**src/rtl/tiny_shader_pkg.sv**
```systemverilog
// Shared types for the VGA output stage: pixel colour, sync flag bundle and its idle value.
`default_nettype none

package tiny_shader_pkg;

  localparam int COLOR_W = 6;

  typedef logic [COLOR_W-1:0] rgb_t;

  typedef struct packed {
    logic hsync;
    logic vsync;
    logic hblank;
    logic vblank;
  } sync_flags_t;

  localparam sync_flags_t SYNC_IDLE = '{hsync: 1'b1, vsync: 1'b1, hblank: 1'b1, vblank: 1'b1};

endpackage

`default_nettype wire

```
**src/rtl/delay_line.sv**
```systemverilog
// Enable-gated shift register with asynchronous reset to RESET_VAL; DEPTH=0 is a plain wire.
`default_nettype none

module delay_line #(
  parameter int               WIDTH     = 4,
  parameter int               DEPTH     = 2,
  parameter logic [WIDTH-1:0] RESET_VAL = '0
) (
  input  logic             clk,
  input  logic             reset_n,
  input  logic             enable,
  input  logic [WIDTH-1:0] din,
  output logic [WIDTH-1:0] dout
);

  generate
    if (DEPTH == 0) begin : g_pass
      logic unused_ctrl;
      assign unused_ctrl = &{1'b0, clk, reset_n, enable};
      assign dout        = din;
    end else begin : g_shift
      logic [WIDTH-1:0] stages [DEPTH];

      always_ff @(posedge clk or negedge reset_n) begin
        if (!reset_n) begin
          for (int i = 0; i < DEPTH; i++) stages[i] <= RESET_VAL;
        end else if (enable) begin
          stages[0] <= din;
          for (int i = 1; i < DEPTH; i++) stages[i] <= stages[i-1];
        end
      end

      assign dout = stages[DEPTH-1];
    end
  endgenerate

endmodule

`default_nettype wire

```
**src/rtl/vga_output_stage.sv**
```systemverilog
// Final VGA stage: aligns sync/blank flags with shader colour, drives registered pad outputs,
// line/frame start strobes and a free-running visible-frame counter.
`default_nettype none

module vga_output_stage #(
  parameter int   LATENCY    = 2,
  parameter int   COLOR_W    = tiny_shader_pkg::COLOR_W,
  parameter int   FRAME_W    = 16,
  parameter logic HSYNC_IDLE = 1'b1,
  parameter logic VSYNC_IDLE = 1'b1
) (
  input  logic               clk,
  input  logic               reset_n,
  input  logic               enable,
  input  logic               hsync_in,
  input  logic               hblank_in,
  input  logic               vsync_in,
  input  logic               vblank_in,
  input  logic [COLOR_W-1:0] pixel_in,
  output logic               hsync,
  output logic               vsync,
  output logic               de,
  output logic [COLOR_W-1:0] rgb,
  output logic               line_start,
  output logic               frame_start,
  output logic [FRAME_W-1:0] frame_count
);

  import tiny_shader_pkg::*;

  localparam sync_flags_t RST_FLAGS = '{hsync: HSYNC_IDLE, vsync: VSYNC_IDLE,
                                        hblank: SYNC_IDLE.hblank, vblank: SYNC_IDLE.vblank};

  sync_flags_t flags_in;
  sync_flags_t flags_d;
  logic        visible;
  logic        hb_p;
  logic        vb_p;

  assign flags_in = '{hsync: hsync_in, vsync: vsync_in, hblank: hblank_in, vblank: vblank_in};

  delay_line #(
    .WIDTH     ($bits(sync_flags_t)),
    .DEPTH     (LATENCY),
    .RESET_VAL (RST_FLAGS)
  ) u_flag_delay (
    .clk     (clk),
    .reset_n (reset_n),
    .enable  (enable),
    .din     (flags_in),
    .dout    (flags_d)
  );

  assign visible = ~flags_d.hblank & ~flags_d.vblank;

  // vb_p stays set from vblank until the first visible pixel, so a vblank fall that lands
  // inside hblank still produces frame_start at the first visible pixel of the frame.
  always_ff @(posedge clk or negedge reset_n) begin
    if (!reset_n) begin
      hsync       <= HSYNC_IDLE;
      vsync       <= VSYNC_IDLE;
      de          <= 1'b0;
      rgb         <= '0;
      line_start  <= 1'b0;
      frame_start <= 1'b0;
      frame_count <= '0;
      hb_p        <= 1'b1;
      vb_p        <= 1'b1;
    end else begin
      line_start  <= 1'b0;
      frame_start <= 1'b0;
      if (enable) begin
        hsync       <= flags_d.hsync;
        vsync       <= flags_d.vsync;
        de          <= visible;
        rgb         <= visible ? pixel_in : '0;
        line_start  <= visible & hb_p;
        frame_start <= visible & vb_p;
        if (visible && vb_p) frame_count <= frame_count + 1'b1;
        hb_p        <= flags_d.hblank;
        vb_p        <= flags_d.vblank | (vb_p & flags_d.hblank);
      end
    end
  end

endmodule

`default_nettype wire

```
**config.mk**
```make
export PLATFORM = sky130hd
export DESIGN_NAME = vga_output_stage
export DESIGN_NICKNAME = d
export VERILOG_FILES = /design/src/rtl/tiny_shader_pkg.sv /design/src/rtl/delay_line.sv /design/src/rtl/vga_output_stage.sv
export SDC_FILE = /design/constraint.sdc
export NUM_CORES = 1
export LEC_CHECK = 0
export BUFFER_PORTS_ARGS = -buffer_cell sky130_fd_sc_hd__buf_2
export CORE_UTILIZATION = 55
export DETAILED_ROUTE_END_ITERATION = 7
export HOLD_SLACK_MARGIN = 0.12
export PLACE_DENSITY = 0.86
export SLEW_MARGIN = 0
export SYNTH_ARGS = -nofsm -noshare
export SYNTH_HDL_FRONTEND = slang
export SYNTH_SLANG_ARGS = --single-unit
```
**constraint.sdc**
```tcl
create_clock -name clk -period 4.3 [get_ports clk]
set_clock_uncertainty 0.1 [all_clocks]
set_input_delay 0.86 -clock clk [delete_from_list [all_inputs] [get_ports clk]]
set_output_delay 0.86 -clock clk [all_outputs]
set_load 0.01 [all_outputs]
```
==> results_tabular.tex, run 1 <==
\begin{tabular}{lr}
\hline
Metric & Value \\
\hline
\multicolumn{2}{l}{\textbf{Synth}} \\
Number of register bits inferred by synthesis & 37 \\
Share of async-settable or async-resettable flops after synthesis & 1.000 \\
Number of distinct library cells after synthesis & 23 \\
Post-Syn Area per Cell & 14.42 µm² \\
Net count after synthesis & 117 \\
Part of the Yosys area used for sequential elements & 0.6335 \\
Area of the mapped netlist & 1485 µm² \\
Most instantiated flip-flop cell in the synthesis netlist & dfrtp\_1 \\
Instance count of the mapped netlist & 103 \\
Synthesis warning total & 0 \\
Count of flip-flops with a built-in enable after synthesis & 0 \\
\multicolumn{2}{l}{\textbf{Die}} \\
Total I/O pin count & 40 \\
Starting density of the core & 0.5888 \\
Floorplan Core Area & 2522 µm² \\
Die outline area & 2912 µm² \\
Die boundary height & around 54 µm \\
Horizontal extent of the die & 53.97 µm \\
Placement row count & 18 \\
\multicolumn{2}{l}{\textbf{CTS}} \\
Num CTS Buffers & 5 \\
Clock slew seen by the registers of the worst setup and hold paths & 0.11 ns \\
Clock Tree Root & clkbuf\_4 \\
Cts hold-fix bufs & 0 \\
TritonCTS clock tree & built \\
Post-cts repair resize count & 0 \\
Total number of H-tree levels & 2 \\
Clock Path Buffers & 2 \\
Source-to-sink clock delay at the later pin of the worst-skew pair & 0.34 ns \\
Setup Buffers After CTS & 0 \\
Clock sink total & 37 \\
\multicolumn{2}{l}{\textbf{Global routing}} \\
GRT Overall Usage & 0.2022 \\
First-pass GRT wire length & a little under 4 mm \\
Largest net degree at the start of global routing & 38 \\
Number of global-route vias before repair & 909 \\
Initial antenna violation count & 0 \\
Remaining global-route overflow & 0 \\
\multicolumn{2}{l}{\textbf{Power}} \\
Power per unit of standard cell area & between 400 and 500 nW/µm² \\
Pleak & around 0.9 nW \\
Switching fraction of total power & 0.2699 \\
Total internal power & 0.5464 mW \\
Part of the total power dissipated in the clock network & 0.247 \\
Power share of the combinational group & 0.162 \\
Maximum vdd drop & 354.0 µV \\
Power share of the sequential group & 0.590 \\
Switching pwr & 0.2020 mW \\
\multicolumn{2}{l}{\textbf{Worst hold path}} \\
Hold Path Cell Cnt & 1 \\
WHS Endpoint & frame\_count[15] \\
HP Class & flop to flop \\
Hold Path Origin & frame\_count[15] \\
\multicolumn{2}{l}{\textbf{Timing}} \\
Setup TNS after final layout & 0 ns \\
Tightest Pin Transition & 0.7775 ns \\
Minimum clock period after layout & 2.040 ns \\
Final hold viol count & 0 \\
Final Slew Violations & 0 \\
Setup repair after global routing missed its margin & false \\
Fraction of the cycle the final worst path needs & 0.4744 \\
Relative slew slack & 0.4816 \\
Count of endpoints failing setup in the final report & 0 \\
Setup WS post-layout & about 2.3 ns \\
Max Clock Freq & 0.4902 GHz \\
Hold slack & between 0.3 and 0.4 ns \\
\multicolumn{2}{l}{\textbf{Place}} \\
Post-Place Setup Slack & 1.884 ns \\
PortBufs & 39 \\
Post-DP HPWL & 1.725 mm \\
Final estimated routing congestion in global placement & between 0.7 and 0.8 \\
\multicolumn{2}{l}{\textbf{Drt}} \\
Total number of vias & 948 \\
Number of DRC violations after detailed-routing iteration 0 & 11 \\
Final ANT Viol Nets & 0 \\
Total length of routed wires & roughly 2.4 mm \\
DR WL/cell & 13.54 µm \\
DRT Pass-1 Iters & 4 \\
Routed vias/inst & 5.326 \\
DR DRC count & 0 \\
\multicolumn{2}{l}{\textbf{Critical path}} \\
Kind of cell with the highest combined delay on the critical path & simple AND/OR/NAND/NOR gates \\
Required time reported for the critical path endpoint & about 4.4 ns \\
CP arrival & 2.18 ns \\
CP peak stage delay & about 0.48 ns \\
Critical path cell sequence & buf\_2 > and4bb\_1 > and3\_4 > nand3\_1 > xnor2\_1 \\
CP startpoint kind & input port \\
Reg-to-reg slack, setup & $\sim$2.6 ns \\
Slowest library cell on the worst path & and4bb\_1 \\
Critical path endpoint category & flop \\
Highest fanout seen on the critical path & 15 \\
Worst r2r path cells & 4 \\
Critical register-to-register path startpoint & vb\_p \\
Crit path buffers/inverters & 1 \\
Reg-to-Reg End & frame\_count[13] \\
Path type of the worst setup path & input port to flop \\
\multicolumn{2}{l}{\textbf{Layout}} \\
Area growth from synthesis to layout & 18.53\% \\
Count of antenna diodes in the layout & 0 \\
Leading cell type in the layout, fill and taps excluded & buf\_2 \\
Final Net Count & between 150 and 200 \\
Proportion of layout cells with a drive suffix above 1 & 0.4797 \\
Top library cells by usage in the layout, fill and taps aside & 39 x buf\_2, 25 x dfrtp\_1, 12 x mux2\_2, 12 x dfstp\_2, 11 x xnor2\_1 \\
Layout Utilization & 0.6979 \\
\multicolumn{2}{l}{\textbf{Job}} \\
Number of maximum-capacitance violations & 0 \\
\multicolumn{2}{l}{\textbf{Run status}} \\
Run status & finished, final reports clean \\
\hline
\end{tabular}
[how the worst max path moves through the flow]
stage               slack (ns)         endpoint  startpoint  cells after the start
CTS                       2.26   frame_count[9]      enable                      5
finish                    2.26  frame_count[13]      enable                      5
global placement          1.97   frame_count[9]      enable                      5
floorplan                 2.45   frame_count[9]      enable                      5
detailed placement        1.88   frame_count[9]      enable                      5
global route              2.17  frame_count[12]      enable                      5
[kinds of logic after synthesis]
group / synth area share
flops: 0.6335
simple gates: 0.1188
fa+ha+maj: 0.008423
compound gates: 0.04634
mux: 0.09099
xor+xnor: 0.08845
buf+inv: 0.01347
[worst reg2reg max path, cell delays in order, from the launching register on]
cell	delay, ns
dfstp_2	0.54
and4bb_1	0.43
and3_4	0.29
nand3_1	0.11
xnor2_1	0.15
[cell type report]
cell class | count | area (µm²)
clock buffers | 8 | 58.81
fillers | 196 | 762.0
inverters | 1 | 3.754
multi-input cells | 63 | 524.3
flip-flops and latches | 37 | 940.9
well taps | 30 | 37.54
repair buffers | 39 | 195.2
[flip-flops by register name (all words and copies together), names as in the netlist]
register                     cells
de                               1
frame_count                     16
frame_start                      1
hb_p                             1
hsync                            1
line_start                       1
rgb                              6
u_flag_delay.dout                4
u_flag_delay.g_shift.stages      4
vb_p                             1
vsync                            1
[through the flow]
| stage | std cells | cell area [µm²] | power [mW] |
|---|---|---|---|
| after global routing | 178 | 1760 | 0.7922 |
| after floorplan | 103 | 1485 | 0.5154 |
| final | 178 | 1760 | 0.7484 |
| after detailed placement | 170 | 1702 | 0.5724 |
| after CTS | 178 | 1760 | 0.7604 |
| after global placement | 170 | 1702 | 0.5636 |
[metal layers]
metal / GRT usage / vias up / routed length [µm]
met3: 0.07062 / 7 / 170
met4: 0.1360 / 0 / 58
met2: 0.3128 / 35 / 1144
met1: 0.2344 / 452 / 1038
li1: - / 454 / -
met5: 0 / - / 0
[power groups by stage]
stage               combinational (mW)  clock (mW)  sequential (mW)
floorplan                       0.0589           0            0.457
global placement                 0.118           0            0.445
detailed placement               0.124           0            0.448
CTS                              0.125       0.194            0.442
global route                     0.137       0.205            0.450
finish                           0.122       0.185            0.442
[Yosys cell counts, drive strengths merged, types with 2 or more instances]
master / number / area (µm²)
nand2: 3 / 11.26
mux2: 12 / 135.1
xor2: 4 / 35.03
buf: 2 / 16.26
nor2: 4 / 15.01
and3: 4 / 30.03
dfrtp: 25 / 625.6
a22o: 7 / 61.31
nand2b: 2 / 12.51
nand4: 7 / 58.81
xnor2: 11 / 96.34
nand3: 3 / 15.01
dfstp: 12 / 315.3
Note: power is estimated with default switching activity, not from simulation.
==> run 2: changes to the inputs <==
CORE_UTILIZATION = 46   (was 55)
PLACE_DENSITY = 0.77   (was 0.86)
clock period = 1.8 ns   (was 4.3 ns; I/O delays follow)
==> run 2 against run 1 <==
Combinational power up 150%. Register-to-register slack worse by 2.4 ns. Final cell count is 10% higher. Worst setup slack worse by 2.0 ns. Global-route usage down 2.1 points. Final area increased by 2.4%. Routed wire length grew 5.6%. Largest cell class unchanged.
==> results_tabular.tex, run 2 (synthesis gave the netlist of run 1 again) <==
\begin{tabular}{lr}
\hline
Metric & Value \\
\hline
\multicolumn{2}{l}{\textbf{Layout}} \\
Number of flip-flops under the largest register name & 16 (unchanged) \\
Register bank with the most flops & frame\_count \\
Final Net Count & 165 (+2.5\%) \\
Registers with the most flip-flops & frame\_count (16), rgb (6) \\
Layout filler cell count & 271 (+38\%) \\
Layout Utilization & 0.5906 (-0.1073) \\
Area growth from synthesis to layout & 21.40\% \\
Top library cells by usage in the layout, fill and taps aside & 39 x buf\_2, 25 x dfrtp\_1, 12 x mux2\_2, 12 x dfstp\_2, 11 x xnor2\_1 \\
Count of antenna diodes in the layout & 0 (unchanged) \\
Leading cell type in the layout, fill and taps excluded & buf\_2 \\
Filler-free cell count of the finished design & 196 (+10\%) \\
Area of all placed cells without fillers & 1803 µm² (+2.4\%) \\
Area taken by flip-flops and latches & 940.9 µm² (unchanged) \\
Proportion of layout cells with a drive suffix above 1 & 0.4934 (+0.01369) \\
Footprint of the multi-input gates & 524.3 µm² (unchanged) \\
\multicolumn{2}{l}{\textbf{Worst hold path}} \\
Hold Path Cell Cnt & 2 (+1) \\
WHS Endpoint & rgb[2] \\
Hold Path Origin & pixel\_in[2] \\
HP Class & input port to flop \\
\multicolumn{2}{l}{\textbf{Power}} \\
Sum of internal, switching and leakage power & 1.773 mW (+140\%) \\
Pleak & 0.9165 nW (+2.1\%) \\
Switching pwr & 0.5027 mW (+150\%) \\
Total internal power & 1.270 mW (+130\%) \\
Power share of the sequential group & 0.600 (+0.010) \\
Part of the total power dissipated in the clock network & 0.229 (-0.018) \\
Switching fraction of total power & 0.2836 (+0.01373) \\
Maximum vdd drop & 537.0 µV (+52\%) \\
Power share of the combinational group & 0.172 (+0.010) \\
Power per unit of standard cell area & 983.1 nW/µm² (+130\%) \\
\multicolumn{2}{l}{\textbf{CTS}} \\
Clock Tree Root & clkbuf\_4 \\
TritonCTS clock tree & built \\
Clock sink total & 37 (unchanged) \\
Total number of H-tree levels & 2 (unchanged) \\
Clock slew seen by the registers of the worst setup and hold paths & 0.12 ns (about the same) \\
Clock Path Buffers & 2 (unchanged) \\
Source-to-sink clock delay at the later pin of the worst-skew pair & 0.34 ns (about the same) \\
Num CTS Buffers & 5 (unchanged) \\
\multicolumn{2}{l}{\textbf{Place}} \\
Cell Count Post-Placement & 187 (+10\%) \\
Final estimated routing congestion in global placement & 0.8092 (+12\%) \\
Post-Place Setup Slack & 0.2422 ns (-1.642 ns) \\
Post-DP HPWL & 1.874 mm (+8.6\%) \\
Dpl cell area & 1742 µm² (+2.4\%) \\
PortBufs & 39 (unchanged) \\
\multicolumn{2}{l}{\textbf{Timing}} \\
Setup WS post-layout & 0.2110 ns (-2.049 ns) \\
Final hold viol count & 0 (unchanged) \\
Max Clock Freq & roughly 0.63 GHz \\
Setup TNS after final layout & 0 ns (unchanged) \\
Minimum clock period after layout & about 1.6 ns \\
Tightest Pin Transition & 0.4971 ns (-0.2804 ns) \\
Count of endpoints failing setup in the final report & 0 (unchanged) \\
Hold slack & 0.1479 ns (-0.2376 ns) \\
Relative slew slack & 0.6674 (+0.1857) \\
Final Slew Violations & 0 (unchanged) \\
Setup repair after global routing missed its margin & false \\
Fraction of the cycle the final worst path needs & 0.8828 \\
\multicolumn{2}{l}{\textbf{Drt}} \\
Final ANT Viol Nets & 0 (unchanged) \\
Total number of vias & 971 (+2.4\%) \\
Number of DRC violations after detailed-routing iteration 0 & 35 (+24) \\
DRT Pass-1 Iters & 3 (-1) \\
Routed vias/inst & 4.954 (-7.0\%) \\
Total length of routed wires & 2.547 mm (+5.6\%) \\
DR WL/cell & 12.99 µm (-4.1\%) \\
DR DRC count & 0 (unchanged) \\
\multicolumn{2}{l}{\textbf{Critical path}} \\
Highest fanout seen on the critical path & 6 (-9) \\
Critical register-to-register path startpoint & vb\_p \\
CP arrival & 1.71 ns (-0.47 ns) \\
Required time reported for the critical path endpoint & 1.93 ns (-2.51 ns) \\
Reg-to-reg slack, setup & 0.21 ns (-2.36 ns) \\
Reg-to-Reg End & frame\_count[1] \\
Path type of the worst setup path & flop to flop \\
Worst r2r path cells & 3 (-1) \\
Critical path endpoint category & flop \\
CP startpoint kind & flop \\
\multicolumn{2}{l}{\textbf{Global routing}} \\
First-pass GRT wire length & 4.554 mm (+16\%) \\
Initial antenna violation count & 0 (unchanged) \\
GRT met1 Usage & 0.2026 (-0.03183) \\
Remaining global-route overflow & 0 (unchanged) \\
Largest net degree at the start of global routing & 38 (unchanged) \\
GRT Overall Usage & 0.1812 (-0.02095) \\
Peak-usage layer in the global routing report & met2 \\
Met2 layer usage reported by global route & 0.3019 (-0.01081) \\
Number of global-route vias before repair & 1021 (+12\%) \\
Met3 capacity usage during global routing & 0.07253 (+0.001906) \\
\multicolumn{2}{l}{\textbf{Die}} \\
Horizontal extent of the die & 58.82 µm (+9.0\%) \\
Floorplan Core Area & 3053 µm² (+21\%) \\
Placement row count & 20 (+2) \\
Die boundary height & 58.82 µm (+9.0\%) \\
Total I/O pin count & 40 (unchanged) \\
Starting density of the core & 0.4865 (-0.1023) \\
Die outline area & 3460 µm² (+19\%) \\
\multicolumn{2}{l}{\textbf{Run status}} \\
Run status & finished, final reports clean \\
\multicolumn{2}{l}{\textbf{Job}} \\
Number of maximum-capacitance violations & 0 (unchanged) \\
\hline
\end{tabular}
==> run 2: cell types whose count changed in the layout (fill, tap and decap cells not counted) <==
cell	delta
buf_4	+3
clkinv_2	+2
clkbuf_1	-1
clkbuf_8	-1
dlygate4sd3_1	+1
==> run 2: layer usage <==
metal / up-vias / part of all wire
li1: 460 / -
met1: 481 / 0.42
met2: 24 / 0.51
met3: 6 / 0.057
met4: 0 / 0.015
met5: - / 0
==> run 2: area by class of cell <==
type	count	area share
flip-flops and latches	37	0.5219
multi-input cells	63	0.2908
repair buffers	43	0.1263
well taps	44	0.03053
clock buffers	6	0.02290
clock inverters	2	0.005552
inverters	1	0.002082
==> run 2: repair_timing <==
item	in CTS	in global routing
resized for setup	0	0
hold endpoints to repair	25	0
hold buffers	1	0
setup buffers	0	0
==> run 2: worst max-delay path by stage <==
stage / endpoint / slack (ns) / startpoint
after CTS: frame_count[9] / 0.21 / vb_p
after detailed placement: frame_count[1] / 0.24 / vb_p
after floorplan: frame_count[9] / 0.31 / vb_p
final: frame_count[1] / 0.21 / vb_p
after global routing: frame_count[14] / 0.14 / vb_p
after global placement: frame_count[1] / 0.28 / vb_p
==> run 2: critical path, cell delays in order, from the launching register on <==
cell	delay, ns
dfstp_2	0.55
and4bb_1	0.31
buf_4	0.18
mux2_2	0.33
==> run 2: power groups by stage <==
stage / combinational, mW / clock, mW / sequential, mW
after global routing: 0.341 / 0.458 / 1.08
after detailed placement: 0.313 / 0 / 1.08
after CTS: 0.314 / 0.423 / 1.06
after floorplan: 0.141 / 0 / 1.09
final: 0.304 / 0.405 / 1.06
after global placement: 0.292 / 0 / 1.06
==> run 3: changes to the inputs <==
BUFFER_PORTS_ARGS = not set   (was -buffer_cell sky130_fd_sc_hd__buf_2)
CORE_UTILIZATION = 55   (was 46)
DONT_BUFFER_PORTS = 1   (was not set)
PLACE_DENSITY = 0.76   (was 0.77)
SYNTH_HIERARCHICAL = 1   (was not set)
==> run 3 against run 2 <==
Final area is 1.7% higher. Routed wire length is 5.9% higher. First-iteration DRC count is 23% lower. Sequential share of layout area is 0.89 points lower. Register-to-register slack worse by 0.12 ns. Worst hold slack better by 0.035 ns. Via count is 1.5% lower. Combinational power is 1% higher. Global-route usage is 1.8 points higher. Worst setup slack worse by 0.14 ns. Critical endpoint is now hsync.
==> results_tabular.tex, run 3 <==
\begin{tabular}{lr}
\hline
Metric & Value \\
\hline
\multicolumn{2}{l}{\textbf{Run status}} \\
Run status & finished, final reports clean \\
\multicolumn{2}{l}{\textbf{Critical path}} \\
Critical path endpoint category & flop \\
Cell count along the critical path & 2 (-1) \\
Required time reported for the critical path endpoint & 1.96 ns (+0.03 ns) \\
Reg-to-reg slack, setup & 0.09 ns (-0.12 ns) \\
Critical register-to-register path startpoint & vb\_p \\
Reg-to-Reg End & frame\_count[14] \\
CP arrival & 1.89 ns (+0.18 ns) \\
Slowest library cell on the worst path & dlygate4sd3\_1 \\
Critical path cell sequence & dlygate4sd3\_1 > mux2\_2 \\
CP startpoint kind & input port \\
Highest fanout seen on the critical path & 19 (+13) \\
Crit path buffers/inverters & 1 (unchanged) \\
Kind of cell with the highest combined delay on the critical path & buffers and inverters \\
Path type of the worst setup path & input port to flop \\
CP peak stage delay & 1.11 ns (+0.56 ns) \\
Worst r2r path cells & 5 (+2) \\
\multicolumn{2}{l}{\textbf{Synth}} \\
Instance count of the mapped netlist & 125 (+21\%) \\
Number of distinct library cells after synthesis & 28 (+22\%) \\
Share of async-settable or async-resettable flops after synthesis & 1.000 (unchanged) \\
Area share of the largest cell type after synthesis & 0.3903 (-0.03091) \\
Net count after synthesis & 139 (+19\%) \\
Number of register bits inferred by synthesis & 37 (unchanged) \\
Post-Syn Area per Cell & 12.82 µm² (-11\%) \\
Dominant cell type by area after synthesis & dfrtp\_1 \\
Count of flip-flops with a built-in enable after synthesis & 0 (unchanged) \\
Most instantiated library cell after synthesis & dfrtp\_1 \\
Area of the mapped netlist & 1603 µm² (+7.9\%) \\
Cell types occupying the most area after synthesis & dfrtp\_1 39\%, dfstp\_2 20\%, mux2\_4 7.5\%, xnor2\_1 4.9\%, xor2\_1 3.3\% \\
Ranking of synthesized cells by instance count & 25 x dfrtp\_1, 12 x dfstp\_2, 11 x nand2\_1, 9 x inv\_1, 9 x xnor2\_1 \\
Synthesis warning total & 6 (+6) \\
Part of the Yosys area used for sequential elements & 0.5870 (-0.04649) \\
Most instantiated flip-flop cell in the synthesis netlist & dfrtp\_1 \\
\multicolumn{2}{l}{\textbf{Drt}} \\
Total length of routed wires & 2.697 mm (+5.9\%) \\
Total number of vias & 956 (-1.5\%) \\
DRT Pass-1 Iters & 4 (+1) \\
Number of DRC violations after detailed-routing iteration 0 & 27 (-23\%) \\
Final ANT Viol Nets & 0 (unchanged) \\
Routed vias/inst & 5.494 (+11\%) \\
DR DRC count & 0 (unchanged) \\
DR WL/cell & 15.50 µm (+19\%) \\
\multicolumn{2}{l}{\textbf{Place}} \\
Post-DP HPWL & 1.750 mm (-6.6\%) \\
Post-Place Setup Slack & 0.01126 ns (-0.2310 ns) \\
Final estimated routing congestion in global placement & 0.7169 (-11\%) \\
Dpl cell area & 1612 µm² (-7.5\%) \\
PortBufs & 0 (-100\%) \\
\multicolumn{2}{l}{\textbf{Global routing}} \\
GRT Overall Usage & 0.1995 (+0.01828) \\
Number of global-route vias before repair & 1030 (+0.88\%) \\
Remaining global-route overflow & 0 (unchanged) \\
First-pass GRT wire length & 4.698 mm (+3.2\%) \\
Largest net degree at the start of global routing & 38 (unchanged) \\
Initial antenna violation count & 0 (unchanged) \\
\multicolumn{2}{l}{\textbf{Layout}} \\
Leading cell type in the layout, fill and taps excluded & dfrtp\_1 \\
Register bank with the most flops & frame\_count \\
Count of antenna diodes in the layout & 0 (unchanged) \\
Area growth from synthesis to layout & 14.44\% \\
Top library cells by usage in the layout, fill and taps aside & 25 x dfrtp\_1, 12 x dfstp\_2, 12 x dlygate4sd3\_1 \\
Final Net Count & 156 (-5.5\%) \\
Number of flip-flops under the largest register name & 16 (unchanged) \\
Area of all placed cells without fillers & 1834 µm² (+1.7\%) \\
Registers with the most flip-flops & frame\_count (16), rgb (6) \\
Proportion of layout cells with a drive suffix above 1 & 0.2867 (-0.2067) \\
\multicolumn{2}{l}{\textbf{CTS}} \\
Clock Path Buffers & 2 (unchanged) \\
Source-to-sink clock delay at the later pin of the worst-skew pair & 0.34 ns (about the same) \\
Clock sink total & 37 (unchanged) \\
TritonCTS clock tree & built \\
Clock Tree Root & clkbuf\_4 \\
Total number of H-tree levels & 2 (unchanged) \\
Num CTS Buffers & 5 (unchanged) \\
Clock slew seen by the registers of the worst setup and hold paths & 0.10 ns (-0.02 ns) \\
\multicolumn{2}{l}{\textbf{Die}} \\
Floorplan Core Area & 2758 µm² (-9.7\%) \\
Die outline area & 3134 µm² (-9.4\%) \\
Die boundary height & 55.98 µm (-4.8\%) \\
Total I/O pin count & 40 (unchanged) \\
Placement row count & 19 (-5.0\%) \\
Starting density of the core & 0.5812 (+0.09474) \\
Horizontal extent of the die & 55.98 µm (-4.8\%) \\
\multicolumn{2}{l}{\textbf{Timing}} \\
Minimum clock period after layout & 1.729 ns (+0.1405 ns) \\
Final hold viol count & 0 (unchanged) \\
Fraction of the cycle the final worst path needs & 0.9608 (+0.07804) \\
Setup WS post-layout & 0.07054 ns (-0.1405 ns) \\
Max Clock Freq & 0.5782 GHz (-8.1\%) \\
Tightest Pin Transition & 0.8795 ns (+0.3823 ns) \\
Hold slack & 0.1832 ns (+0.03527 ns) \\
Count of endpoints failing setup in the final report & 0 (unchanged) \\
Final Slew Violations & 0 (unchanged) \\
Relative slew slack & 0.4117 (-0.2556) \\
\multicolumn{2}{l}{\textbf{Power}} \\
Power per unit of standard cell area & 1013 nW/µm² (+3.0\%) \\
Maximum vdd drop & 693.6 µV (+29\%) \\
Sum of internal, switching and leakage power & 1.858 mW (+4.8\%) \\
Pleak & 0.8297 nW (-9.5\%) \\
\multicolumn{2}{l}{\textbf{Job}} \\
Number of maximum-capacitance violations & 0 (unchanged) \\
\multicolumn{2}{l}{\textbf{Worst hold path}} \\
HP Class & input port to flop \\
Hold Path Cell Cnt & 2 (unchanged) \\
WHS Endpoint & de \\
Hold Path Origin & enable \\
\hline
\end{tabular}
run 3: changes by cell type after synthesis, sizes merged, moves of 3 or more:
cell   before  now
o21ai       0    6
a22o        7    1
buf         2    6
inv         1    9
nor3        0    4
nand2       3   11
nand4       7    2
nand3       3    6
run 3: area by class of cell:
cell class                 count  area (µm²)
multi-input combinational     72       591.8
tap                           31       38.79
fill                         212       923.4
inverter                       9       33.78
clock buffer                   8       58.81
timing repair buffer          17       170.2
sequential                    37       940.9
run 3: where the power goes:
| part | switching, mW | total [mW] | leakage [nW] | internal, mW |
|---|---|---|---|---|
| logic | 0.148 | 0.308 | 0.340 | 0.160 |
| clock network | 0.249 | 0.442 | 0.0326 | 0.193 |
| registers | 0.138 | 1.11 | 0.458 | 0.971 |
run 3: cells by family after synthesis:
family / Yosys count / synth area share
buf+inv: 16 / 0.05386
xor+xnor: 15 / 0.08197
fa+ha+maj: 1 / 0.007805
simple gates: 36 / 0.1382
mux: 12 / 0.1030
flops: 37 / 0.5870
compound gates: 8 / 0.02811
run 3: routing by layer:
| metal | vias up | GRT usage | part of all wire |
|---|---|---|---|
| met5 | - | 0 | 0 |
| met4 | 0 | 0.08362 | 0.0089 |
| met3 | 2 | 0.07442 | 0.059 |
| met2 | 31 | 0.3197 | 0.48 |
| met1 | 477 | 0.2429 | 0.45 |
| li1 | 446 | - | - |
run 3: repair_timing:
| item | in CTS | in global routing |
|---|---|---|
| buffers inserted | 0 | 1 |
| endpoints found under the setup margin | 1 | 9 |
| hold endpoints to repair | 56 | 0 |
| pin swaps | 0 | 2 |
| hold buffers | 13 | 0 |
| gates resized for setup | 1 | 2 |
run 3: worst max path at each step:
stage	end	startpoint
floorplan	frame_count[15]	vb_p
global placement	frame_count[11]	vb_p
detailed placement	frame_count[11]	vb_p
CTS	frame_count[11]	vb_p
global route	frame_count[6]	vb_p
finish	hsync	enable
run 3: metrics by stage:
step,setup TNS (ns),std cells,util
after CTS,0,173,0.6583
after floorplan,0,125,-
after global placement,0,152,0.5844
final,0,174,0.6652
after global routing,-0.1049,174,0.6652
after detailed placement,0,152,0.5844
